--- src/rtl/ddr_pkg.sv ---
// Shared DDR controller definitions: scheduler state encoding and
// clock-derived timing constants used by init, scheduler and signal-generate.
package ddr_pkg;

  localparam int CLK_PERIOD_PS = 7500;  // 133.33 MHz

  function automatic int ns_to_cycles(input int ns);
    return (ns * 1000 + CLK_PERIOD_PS - 1) / CLK_PERIOD_PS;
  endfunction

  localparam int TRP_CYCLES_DEF   = ns_to_cycles(20);  // tRP 20 ns
  localparam int TRFC_CYCLES_DEF  = ns_to_cycles(75);  // tRFC 75 ns
  // tREFI 7.8 us is 1040 cycles; issue slightly early to leave margin
  localparam int REF_INTERVAL_DEF = 1030;
  localparam int MAX_PEND_DEF     = 8;

  typedef enum logic [2:0] {
    WAIT_INIT = 3'd0,
    IDLE      = 3'd1,
    GRANT_WR  = 3'd2,
    GRANT_RD  = 3'd3,
    PRE       = 3'd4,
    PRE_WAIT  = 3'd5,
    REF       = 3'd6,
    REF_WAIT  = 3'd7
  } sched_state_t;

endpackage

--- src/rtl/ddr_refresh_timer.sv ---
// Refresh interval counter with a saturating count of refreshes still owed
// and a sticky flag recording that one was lost to saturation.
module ddr_refresh_timer
  import ddr_pkg::*;
#(
  parameter int REF_INTERVAL = REF_INTERVAL_DEF,
  parameter int MAX_PEND     = MAX_PEND_DEF
) (
  input  logic       clk,
  input  logic       rst_n,
  input  logic       enable,
  input  logic       dec,
  output logic [3:0] ref_pending,
  output logic       ref_overflow
);

  localparam int CNT_W = (REF_INTERVAL > 1) ? $clog2(REF_INTERVAL) : 1;

  logic [CNT_W-1:0] interval_reg;
  logic [3:0]       pending_reg;
  logic             overflow_reg;
  logic             inc_tick;

  assign inc_tick = enable && (interval_reg == CNT_W'(REF_INTERVAL - 1));

  always_ff @(posedge clk or negedge rst_n) begin
    if (!rst_n) begin
      interval_reg <= '0;
      pending_reg  <= '0;
      overflow_reg <= 1'b0;
    end else if (!enable) begin
      // overflow is deliberately retained across loss of init_done
      interval_reg <= '0;
      pending_reg  <= '0;
    end else begin
      interval_reg <= inc_tick ? '0 : interval_reg + 1'b1;
      case ({inc_tick, dec})
        2'b10: begin
          if (pending_reg == 4'(MAX_PEND)) overflow_reg <= 1'b1;
          else                             pending_reg  <= pending_reg + 1'b1;
        end
        2'b01: if (pending_reg != '0) pending_reg <= pending_reg - 1'b1;
        default: ;
      endcase
    end
  end

  assign ref_pending  = pending_reg;
  assign ref_overflow = overflow_reg;

endmodule

--- src/rtl/ddr_cmd_scheduler.sv ---
// Post-init DDR command scheduler: round-robin sharing of the datapath between
// write and read paths, with periodic PRECHARGE-ALL + AUTO REFRESH insertion.
module ddr_cmd_scheduler
  import ddr_pkg::*;
#(
  parameter int REF_INTERVAL = REF_INTERVAL_DEF,
  parameter int TRP_CYCLES   = TRP_CYCLES_DEF,
  parameter int TRFC_CYCLES  = TRFC_CYCLES_DEF,
  parameter int MAX_PEND     = MAX_PEND_DEF
) (
  input  logic       clk,
  input  logic       rst_n,
  input  logic       init_done,
  input  logic       wr_req,
  input  logic       wr_done,
  output logic       wr_grant,
  input  logic       rd_req,
  input  logic       rd_done,
  output logic       rd_grant,
  output logic       pre_cmd,
  output logic       ref_cmd,
  output logic       busy,
  output logic [3:0] ref_pending,
  output logic       ref_overflow
);

  localparam int WAIT_MAX = (TRFC_CYCLES > TRP_CYCLES) ? TRFC_CYCLES : TRP_CYCLES;
  localparam int WAIT_W   = $clog2(WAIT_MAX + 1);

  sched_state_t      state_reg, state_next;
  logic              last_wr_reg, last_wr_next;
  logic [WAIT_W-1:0] wait_reg, wait_next;
  logic              pick_wr;

  ddr_refresh_timer #(
    .REF_INTERVAL(REF_INTERVAL),
    .MAX_PEND    (MAX_PEND)
  ) u_refresh_timer (
    .clk         (clk),
    .rst_n       (rst_n),
    .enable      (init_done),
    .dec         (state_reg == REF),
    .ref_pending (ref_pending),
    .ref_overflow(ref_overflow)
  );

  // Write wins unless read is also waiting and write was served last.
  assign pick_wr = wr_req && (!rd_req || !last_wr_reg);

  always_ff @(posedge clk or negedge rst_n) begin
    if (!rst_n) begin
      state_reg   <= WAIT_INIT;
      last_wr_reg <= 1'b0;
      wait_reg    <= '0;
    end else begin
      state_reg   <= state_next;
      last_wr_reg <= last_wr_next;
      wait_reg    <= wait_next;
    end
  end

  always_comb begin
    state_next   = state_reg;
    last_wr_next = last_wr_reg;
    wait_next    = wait_reg;
    case (state_reg)
      WAIT_INIT: if (init_done) state_next = IDLE;
      IDLE: begin
        // refresh owed takes precedence over any waiting request
        if (ref_pending != '0) begin
          state_next = PRE;
        end else if (wr_req || rd_req) begin
          state_next   = pick_wr ? GRANT_WR : GRANT_RD;
          last_wr_next = pick_wr;
        end
      end
      GRANT_WR: if (wr_done) state_next = IDLE;
      GRANT_RD: if (rd_done) state_next = IDLE;
      PRE: begin
        state_next = PRE_WAIT;
        wait_next  = WAIT_W'(TRP_CYCLES - 1);
      end
      PRE_WAIT: begin
        if (wait_reg == '0) state_next = REF;
        else                wait_next  = wait_reg - 1'b1;
      end
      REF: begin
        state_next = REF_WAIT;
        wait_next  = WAIT_W'(TRFC_CYCLES - 1);
      end
      REF_WAIT: begin
        if (wait_reg == '0) state_next = IDLE;
        else                wait_next  = wait_reg - 1'b1;
      end
      default: state_next = WAIT_INIT;
    endcase
    if (!init_done) begin
      state_next   = WAIT_INIT;
      last_wr_next = last_wr_reg;
    end
  end

  // Grants and pulses are gated by init_done so they drop in the same cycle.
  assign wr_grant = init_done && (state_reg == GRANT_WR);
  assign rd_grant = init_done && (state_reg == GRANT_RD);
  assign pre_cmd  = init_done && (state_reg == PRE);
  assign ref_cmd  = init_done && (state_reg == REF);
  assign busy     = (state_reg != IDLE) && (state_reg != WAIT_INIT);

endmodule
--- config.mk ---
export PLATFORM = sky130hd
export DESIGN_NAME = ddr_cmd_scheduler
export DESIGN_NICKNAME = d
export VERILOG_FILES = /design/src/rtl/ddr_pkg.sv /design/src/rtl/ddr_refresh_timer.sv /design/src/rtl/ddr_cmd_scheduler.sv
export SDC_FILE = /design/constraint.sdc
export NUM_CORES = 1
export LEC_CHECK = 0
export BUFFER_PORTS_ARGS = -buffer_cell sky130_fd_sc_hd__buf_2
export CORE_MARGIN = 5
export CORE_UTILIZATION = 47
export CTS_CLUSTER_SIZE = 8
export DETAILED_ROUTE_END_ITERATION = 10
export PLACE_DENSITY = 0.66
export SYNTH_ARGS = -nofsm -noshare
export SYNTH_HDL_FRONTEND = slang
export SYNTH_HIERARCHICAL = 1
export SYNTH_SLANG_ARGS = --single-unit
--- constraint.sdc ---
create_clock -name clk -period 4.8 [get_ports clk]
set_input_delay 1.2 -clock clk [delete_from_list [all_inputs] [get_ports clk]]
set_output_delay 1.2 -clock clk [all_outputs]
set_load 0.05 [all_outputs]
## Word-level counts from Yosys, hierarchy flattened

Cells that the tools add are included.

- Bits in writable memories: 0
- Memories: 0
- Register bits after elaboration: 24
- ROM bits: 0
- Bits in latches: 0

- Order comparisons: 0
- Reduce and logical (&&, ||, !) cells: 22
- Add/sub/neg operators: 4
- Shifts and indexed selects: 0
- Bitwise logic cells: 1
- Equality and inequality tests: 21
- Mux-type cells: 17
- Multiply operators: 0
- Divide/modulo/power cells: 0

Operator list:

| cell | count |
|---|---|
| 3-bit case mux with 8 select lines | 1 |
| 11-bit two-way mux | 2 |
| 3-bit two-way mux | 7 |
| 3-bit inequality test, second input constant | 6 |
| 4-bit two-way mux | 4 |
| 3-bit == test, second input constant | 4 |
| 4-bit case mux with 3 select lines | 1 |
| 11-bit by 1-bit adder with 11-bit output, second input constant | 1 |
| 11-bit == test, second input constant | 1 |
| 4-bit case mux with 2 select lines | 1 |
| 4-bit by 1-bit subtractor with 4-bit output, second input constant | 2 |
| 1-bit logical AND | 7 |
| 3-bit by 2-bit == test with 1-bit output, second input constant | 2 |
| 3-bit by 1-bit inequality test with 1-bit output, second input constant | 2 |
| 3-bit AND reduction | 2 |
| 3-bit nonzero test | 2 |
| 5-bit AND reduction | 1 |
| 4-bit by 1-bit adder with 4-bit output, second input constant | 1 |
| 4-bit == test, second input constant | 1 |
| 4-bit zero test | 1 |
| 4-bit inequality test, second input constant | 1 |
| 4-bit AND reduction | 1 |
| 4-bit nonzero test | 1 |
| 3-bit by 1-bit == test with 1-bit output, second input constant | 1 |
| 10 further kinds | 12 |

## Depth between registers and ports, before layout

Gate-level depths: netlist (run 1).

- Depth in word-level cells: 8
- Mapped depth: 11
- Depth with buffers taken out: 10

## Hierarchy

Netlist (run 1), hierarchy kept.

By module, submodules not included:

| module | cells each | area each (µm²) | instances | sequential area each (µm²) |
|---|---|---|---|---|
| ddr_refresh_timer | 97 | 944.7 | 1 | 400.4 |
| ddr_cmd_scheduler | 66 | 604.3 | 1 | 200.2 |

## Worst setup path before layout (run 1)

No wires, ideal clock.

- Kind: input to output
- Start: input port init_done
- End: output port pre_cmd
- Slack: 1.284 ns
- Arrival: 2.316 ns
- Cell stages on the path: 2
- Buffers on the path: 0
- Cell sequence: nand2_1 -> nor3_1

- Longest elaborated chain between the ends: 1

RTL lines:

| element | RTL line | source |
|---|---|---|
| start, declared | ddr_cmd_scheduler.sv:13 | `input logic init_done,` |
| 1-bit logical AND | ddr_cmd_scheduler.sv:106 | `assign pre_cmd = init_done && (state_reg == PRE);` |
| end, declared | ddr_cmd_scheduler.sv:20 | `output logic pre_cmd,` |

No other way between the ends.

## Final worst setup path (run 1)

- Start: input port init_done
- End: output port ref_cmd

- Longest elaborated chain between the ends: 1

RTL lines:

| element | RTL line | source |
|---|---|---|
| 1-bit logical AND | ddr_cmd_scheduler.sv:107 | `assign ref_cmd = init_done && (state_reg == REF);` |
| end, declared | ddr_cmd_scheduler.sv:21 | `output logic ref_cmd,` |

No other way between the ends.

==> results of run 1 <==
-- worst paths after layout --
kind                                         startpoint                                to  slack [ns]  cells after the start
max in group asynchronous                         rst_n  u_refresh_timer/interval_reg[10]        3.61                      1
min in group asynchronous                         rst_n                      state_reg[1]        0.83                      1
hold / removal             u_refresh_timer/ref_overflow      u_refresh_timer/ref_overflow        0.48                      2
hold reg to reg            u_refresh_timer/ref_overflow      u_refresh_timer/ref_overflow        0.48                      2
setup reg to reg                           state_reg[0]    u_refresh_timer/ref_pending[3]        1.82                     10
setup / recovery                              init_done                           ref_cmd        1.53                      4
-- report_power, final --
| group | total (mW) | switching [mW] | internal, mW |
|---|---|---|---|
| Clock | 0.149 | 0.0640 | 0.0845 |
| Sequential | 0.308 | 0.0686 | 0.240 |
| Combinational | 0.290 | 0.174 | 0.116 |
-- metal layers --
metal | share of wire | vias up | GRT usage
li1 | - | 615 | -
met1 | 0.45 | 599 | 0.1821
met2 | 0.49 | 42 | 0.2552
met3 | 0.048 | 4 | 0.03993
met4 | 0.013 | 0 | 0.06329
met5 | 0 | - | 0
-- worst max-delay path: stages --
cell and delay, ns:
buf_2 0.28, nand2_1 0.14, nor2_1 0.15, buf_2 0.29
-- metrics by stage --
step                hold slack, ns  instance area [um^2]  instances
floorplan                   0.4510                  1549        163
global placement            0.4481                  1654        219
detailed placement          0.4588                  1654        219
CTS                         0.4916                  1707        223
global route                0.5153                  1707        223
finish                      0.4802                  1707        223
-- cells in the mapped netlist, types with 2 or more instances --
library cell and number:
nand2b_1 2, nor2b_1 2, a21oi_1 2, ha_1 6, dfrtp_1 24, nand4_1 2
nor2_1 20, and3_1 4, inv_1 10, xor2_1 6, buf_6 2, o31ai_1 2
o21ai_0 7, nand2_1 13, o22ai_1 2, o211ai_1 2, mux2i_1 3, nor4_4 2
nor4_1 2, o21ai_1 2, nor3_1 2, a22o_1 2, nand3_1 11, xnor2_1 6
a31oi_1 4
-- cell type report --
| cell class | instances | area [um^2] |
|---|---|---|
| clock inverter | 1 | 30.03 |
| sequential | 24 | 600.6 |
| multi-input combinational | 125 | 880.8 |
| inverter | 10 | 37.54 |
| fill | 293 | 1396 |
| tap | 44 | 55.05 |
| clock buffer | 3 | 22.52 |
| timing repair buffer | 16 | 80.08 |
-- logic make-up after synthesis --
group | Yosys count | synth area share
xor gates and xnor gates | 13 | 0.07835
buffers and inverters | 14 | 0.04362
AOI/OAI and AO/OA | 33 | 0.1616
and+or+nand+nor | 68 | 0.2439
adders and majority gates | 6 | 0.04846
muxes | 5 | 0.03635
DFF | 24 | 0.3877
==> impl_metrics.py, run 1 <==
metrics = {
    "run_status": {
        "status": "finished, final reports clean",
    },
    "global_routing": {
        "grt_overflow": 0,
        "grt_pass1_wl_um": 5244,
        "antenna_found_initial": 0,
        "grtUsageTotal": 0.1515,
        "grt_max_degree": 25,
        "grt_pass1_vias": 1162,
    },
    "sta": {
        "setup_ws_ns": 1.533,
        "fin_worst_skew_ns": 0.001719,
        "fin_crit_ns": 3.267,
        "setup_tns_ns": 0,
        "slew-limit-headroom": 0.6416,
        "finalHoldViolations": 0,
        "slew_viol_final": 0,
        "rsz0062_at_grt": "false",
        "min_period_over_period": 0.6807,
        "setup_violations": 0,
        "tightest_slew_ns": 0.5376,
        "fmax_ghz": 0.3061,
    },
    "worst_setup_path": {
        "cp.required_ns": 3.60,
        "endpoint_kind": "output port",
        "critPathLaunchType": "input pin",
        "crit_type": "input pin to output port",
        "arrival_ns": 2.07,
        "crit_fanout": 19,
    },
    "cells_and_area": {
        "area_delta_synth_final_pct": 10.18,
        "postLayoutCoreUtil": 0.5500,
        "layout_common_cells": "dfrtp_1, nor2_1, buf_2, nand2_1, nand3_1",
        "largest_reg_flops": 11,
        "drive_above_1_share": 0.1955,
        "diodes": 0,
        "nNetsFinal": 193,
        "final_common_cell": "dfrtp_1",
    },
    "yosys": {
        "yosys_warnings": 6,
        "synth.distinct_cells": 48,
        "synth_area_leader_cell": "dfrtp_1",
        "synth_top_area_frac": 0.3877,
        "synthCells": 163,
        "synth_async_sr_flop_share": 1.000,
        "synth_edf_count": 0,
        "synthFlopType": "dfrtp_1",
        "synth_nets": 176,
        "synth_seq_area_share": 0.3877,
        "ys_ff_latch": 24,
        "avgSynthCellArea_um2": 9.503,
        "synth_area_leaders": "dfrtp_1, ha_1, nor2_1",
        "synth_area_um2": 1549,
    },
    "pwr": {
        "peakVddDrop_uv": 142.3,
        "power.total_mw": 0.7472,
        "p_leak_nw": 0.7754,
        "powerDensity_nw_per_um2": 437.8,
    },
    "cts": {
        "post_cts_buffers": 0,
        "cts-root-buf": "clkbuf_4",
        "clkLatencyLatePin_ns": 0.32,
        "clkTransAtPathRegs_ns": 0.13,
        "cts_sinks": 24,
        "clk_path_buf_depth": 2,
        "cts_max_level": 1,
        "cts_tree": "built",
        "cts_inserted_buffers": 3,
        "cts_hold_buf": 0,
        "cts_resized": 0,
    },
    "placement": {
        "gp_congestion": 0.8394,
        "numPortBuffers": 16,
        "dpl.hpwl_um": 2341,
        "dp_slack_ns": 1.557,
    },
    "die": {
        "num_rows": 20,
        "dieArea_um2": 4544,
        "die_x_um": 67.41,
        "ios": 17,
        "initial_core_util": 0.4992,
        "fp.dieH_um": 67.41,
        "fp.coreArea_um2": 3103,
    },
    "worst_hold_path": {
        "hp-class": "register to register",
    },
    "drt": {
        "drc": 0,
        "ant_nets": 0,
        "via_count": 1260,
        "wl_per_cell_um": 14.13,
        "post_drt_via_cell_ratio": 5.650,
        "dr.pass1.iters": 4,
        "drtIter0Drc": 87,
        "drt_wl_total_um": 3151,
    },
    "flow_run": {
        "cap_violations": 0,
    },
}
(Power assumes the default switching activity.)
==> run 2: changes to the inputs <==
clock period = 3.05 ns   (was 4.8 ns; I/O delays follow)
==> impl_metrics.py, run 2 (synthesis gave the netlist of run 1 again) <==
metrics = {
    "worst_setup_path": {
        "cp.depth": 10,
        "r2r_cells": 10,
        "crit_type": "register to register",
        "worstPathCellList": "nand2b_1, nor2_1, inv_1, a41oi_2, ha_1, o21ai_0, nand2b_1, nand3_1, o21ai_1, o32a_1",
        "cp.required_ns": 3.27,
        "critPathLaunchType": "register",
        "path_delay_family": "compound AO/OA/AOI/OAI gates",
        "crit_fanout": 11,
        "slowest_delay_ns": 0.51,
        "slowest_stage": "dfrtp_1",
        "arrival_ns": 2.73,
        "crit_buf_inv": 1,
        "endpoint_kind": "register",
        "crit_top_cell": "nand2b_1",
    },
    "cts": {
        "cts_tree": "built",
        "clkTransAtPathRegs_ns": 0.14,
        "cts-root-buf": "clkbuf_4",
        "cts_inserted_buffers": 3,
        "cts_max_level": 1,
        "clk_path_buf_depth": 2,
        "post_cts_buffers": 0,
        "cts_hold_buf": 0,
        "clkLatencyLatePin_ns": 0.32,
        "cts_resized": 0,
        "cts_sinks": 24,
    },
    "sta": {
        "tightest_slew_ns": 0.5202,
        "slew_viol_final": 0,
        "finalHoldViolations": 0,
        "fin_worst_skew_ns": 0.01457,
        "slew-limit-headroom": 0.6532,
        "fmax_ghz": 0.3985,
        "fin_crit_ns": 2.510,
        "setup_violations": 0,
        "setup_tns_ns": 0,
        "min_period_over_period": 0.8228,
        "setup_ws_ns": 0.5403,
        "rsz0062_at_grt": "false",
    },
    "drt": {
        "post_drt_via_cell_ratio": 5.402,
        "wl_per_cell_um": 13.69,
        "dr.pass1.iters": 4,
        "drtIter0Drc": 97,
        "ant_nets": 0,
        "drt_wl_total_um": 3066,
        "drc": 0,
        "via_count": 1210,
    },
    "cells_and_area": {
        "postLayoutCoreUtil": 0.5524,
        "ff_latch_area_um2": 600.6,
        "largest_reg_flops": 11,
        "stdcell_area_um2": 1714,
        "drive_above_1_share": 0.2000,
        "final_common_cell": "dfrtp_1",
        "layout_common_cells": "dfrtp_1, nor2_1, buf_2, nand2_1, nand3_1",
        "diodes": 0,
        "nNetsFinal": 194,
        "multi_input_area_um2": 880.8,
        "num-fill-cells": 296,
        "area_delta_synth_final_pct": 10.66,
    },
    "global_routing": {
        "grt_overflow": 0,
        "grt_max_degree": 25,
        "grt_pass1_vias": 1098,
        "grt_pass1_wl_um": 5112,
        "antenna_found_initial": 0,
        "grtUsageTotal": 0.1478,
    },
    "die": {
        "die_x_um": 67.41,
        "initial_core_util": 0.4992,
        "num_rows": 20,
        "ios": 17,
        "dieArea_um2": 4544,
        "fp.dieH_um": 67.41,
        "fp.coreArea_um2": 3103,
    },
    "placement": {
        "placed_area_um2": 1662,
        "gp_congestion": 0.8276,
        "numPortBuffers": 16,
        "dpl.hpwl_um": 2327,
        "dp_slack_ns": 0.5360,
    },
    "pwr": {
        "peakVddDrop_uv": 232.0,
        "p_leak_nw": 0.7808,
        "powerDensity_nw_per_um2": 675.1,
        "power.total_mw": 1.157,
    },
    "worst_hold_path": {
        "hp-class": "input pin to asynchronous set/reset pin",
    },
    "flow_run": {
        "cap_violations": 0,
    },
    "run_status": {
        "status": "finished, final reports clean",
    },
}
[run 2: changes by cell type in the layout (fill, tap and decap cells not counted)]
cell and change:
buf_4 +1
[run 2: metal layers]
metal  part of all wire  track usage
met5                  0            0
met4             0.0046      0.04557
met3              0.032      0.01997
met2               0.50       0.2429
met1               0.46       0.2015
[run 2: final timing paths]
| check | start | end | slack, ns |
|---|---|---|---|
| worst max-delay path | state_reg[0] | u_refresh_timer/ref_pending[3] | 0.54 |
| worst max register to register | state_reg[0] | u_refresh_timer/ref_pending[3] | 0.54 |
| max in group asynchronous | rst_n | wait_reg[0] | 2.29 |
| worst min-delay path | rst_n | last_wr_reg | 0.39 |
| worst min register to register | u_refresh_timer/ref_overflow | u_refresh_timer/ref_overflow | 0.48 |
| min in group clk | u_refresh_timer/ref_overflow | u_refresh_timer/ref_overflow | 0.48 |
[run 2: final cells by class]
type,instances,area share
Multi-Input combinational cell,125,0.5139
Sequential cell,24,0.3504
Timing Repair Buffer,17,0.05110
Tap cell,44,0.03212
Inverter,10,0.02190
Clock inverter,1,0.01752
Clock buffer,3,0.01314
[run 2: power by group]
group	leakage, nW	switching (mW)	internal, mW	total (mW)
sequential	0.313	0.105	0.378	0.483
clock	0.0279	0.0974	0.133	0.230
combinational	0.440	0.263	0.181	0.444
total	0.781	0.466	0.692	1.16
[run 2: stage by stage]
stage	hold slack, ns	std cells
final	0.3933	224
after global routing	0.4347	224
after CTS	0.3996	224
after detailed placement	0.4554	220
after global placement	0.4561	220
after floorplan	0.4510	163
==> run 3: changes to the inputs <==
clock period = 2.65 ns   (was 3.05 ns; I/O delays follow)
==> impl_metrics.py, run 3 (synthesis gave the netlist of run 1 again) <==
metrics = {
    "run_status": {
        "status": "finished, final reports clean",
    },
    "worst_setup_path": {
        "cp.depth": 10,
        "crit_buf_inv": 1,
        "critPathLaunchType": "register",
        "crit_type": "register to register",
        "crit_top_cell": "nand2b_1",
        "slowest_stage": "dfrtp_1",
        "endpoint_kind": "register",
        "crit_fanout": 7,
        "r2r_cells": 10,
        "cp.required_ns": 2.86,
        "slowest_delay_ns": 0.51,
        "arrival_ns": 2.54,
        "worstPathCellList": "nand2b_1, nor2_1, inv_1, a41oi_2, ha_1, o21ai_0, nand2b_1, nand3_1, o21ai_1, o32a_1",
        "path_delay_family": "compound AO/OA/AOI/OAI gates",
    },
    "worst_hold_path": {
        "hp-class": "input pin to asynchronous set/reset pin",
    },
    "sta": {
        "min_period_over_period": 0.8794,
        "slew-limit-headroom": 0.6273,
        "slew_viol_final": 0,
        "fin_worst_skew_ns": 0.005229,
        "fmax_ghz": 0.4291,
        "setup_ws_ns": 0.3196,
        "setup_violations": 0,
        "tightest_slew_ns": 0.5590,
        "setup_tns_ns": 0,
        "finalHoldViolations": 0,
        "fin_crit_ns": 2.330,
        "rsz0062_at_grt": "false",
    },
    "cells_and_area": {
        "multi_input_area_um2": 880.8,
        "drive_above_1_share": 0.2088,
        "num-fill-cells": 303,
        "nNetsFinal": 197,
        "final_common_cell": "dfrtp_1",
        "diodes": 0,
        "largest_reg_flops": 11,
        "ff_latch_area_um2": 600.6,
        "area_delta_synth_final_pct": 10.18,
        "layout_common_cells": "dfrtp_1, nor2_1, buf_2, nand2_1, nand3_1",
        "instances_no_fill": 226,
    },
    "global_routing": {
        "grt_pass1_vias": 1291,
        "antenna_found_initial": 0,
        "grtUsageTotal": 0.1588,
        "grt_pass1_wl_um": 5568,
        "grt_overflow": 0,
        "grt_max_degree": 25,
    },
    "die": {
        "fp.dieH_um": 67.41,
        "dieArea_um2": 4544,
        "num_rows": 20,
        "ios": 17,
        "initial_core_util": 0.4992,
        "fp.coreArea_um2": 3103,
        "die_x_um": 67.41,
    },
    "drt": {
        "drt_wl_total_um": 3218,
        "drtIter0Drc": 112,
        "ant_nets": 0,
        "wl_per_cell_um": 14.24,
        "via_count": 1250,
        "dr.pass1.iters": 4,
        "drc": 0,
        "post_drt_via_cell_ratio": 5.531,
    },
    "pwr": {
        "p_leak_nw": 0.7823,
        "peakVddDrop_uv": 259.4,
        "power.total_mw": 1.255,
        "powerDensity_nw_per_um2": 735.4,
    },
    "placement": {
        "numPortBuffers": 16,
        "dp_slack_ns": 0.3510,
        "gp_congestion": 0.8190,
        "dp_cells": 223,
        "dpl.hpwl_um": 2413,
    },
    "cts": {
        "clk_path_buf_depth": 2,
        "cts_inserted_buffers": 3,
        "cts_tree": "built",
        "post_cts_buffers": 0,
        "cts-root-buf": "clkbuf_4",
        "cts_max_level": 1,
        "cts_hold_buf": 0,
        "cts_sinks": 24,
        "clkTransAtPathRegs_ns": 0.13,
        "clkLatencyLatePin_ns": 0.31,
        "cts_resized": 0,
    },
    "flow_run": {
        "cap_violations": 0,
    },
}
==> run 3: where the power goes <==
part           switching, mW  internal (mW)
Sequential            0.0911          0.435
Combinational          0.344          0.226
Clock                  0.106         0.0530
Total                  0.542          0.714
==> run 3: path summary, 6_finish.rpt <==
path | start | endpoint | slack [ns]
min in group clk | u_refresh_timer/ref_overflow | u_refresh_timer/ref_overflow | 0.48
hold reg to reg | u_refresh_timer/ref_overflow | u_refresh_timer/ref_overflow | 0.48
setup reg to reg | state_reg[1] | u_refresh_timer/ref_pending[3] | 0.32
hold / removal | rst_n | last_wr_reg | 0.32
setup / recovery | state_reg[1] | u_refresh_timer/ref_pending[3] | 0.32
max in group asynchronous | rst_n | u_refresh_timer/interval_reg[0] | 1.96
==> run 3: final cells by class <==
class / instances / area share
multi-input combinational: 125 / 0.5161
sequential: 24 / 0.3519
timing repair buffer: 20 / 0.06452
tap: 44 / 0.03226
inverter: 10 / 0.02199
clock buffer: 3 / 0.01320
==> run 3: per-stage QoR <==
| step | area (um^2) | hold WS [ns] | utilization |
|---|---|---|---|
| 5_1_grt | 1707 | 0.3392 | 0.5500 |
| 2_1_floorplan | 1549 | 0.3669 | - |
| 3_3_place_gp | 1684 | 0.4503 | 0.5427 |
| 6_report | 1707 | 0.3235 | 0.5500 |
| 3_5_place_dp | 1684 | 0.4651 | 0.5427 |
| 4_1_cts | 1707 | 0.3325 | 0.5500 |
==> run 3: layer usage <==
metal / GRT usage / wire, um / up-vias
li1: - / - / 622
met1: 0.1881 / 1480 / 612
met2: 0.2920 / 1644 / 14
met3: 0.02662 / 73 / 2
met4: 0.04557 / 20 / 0
met5: 0 / 0 / -
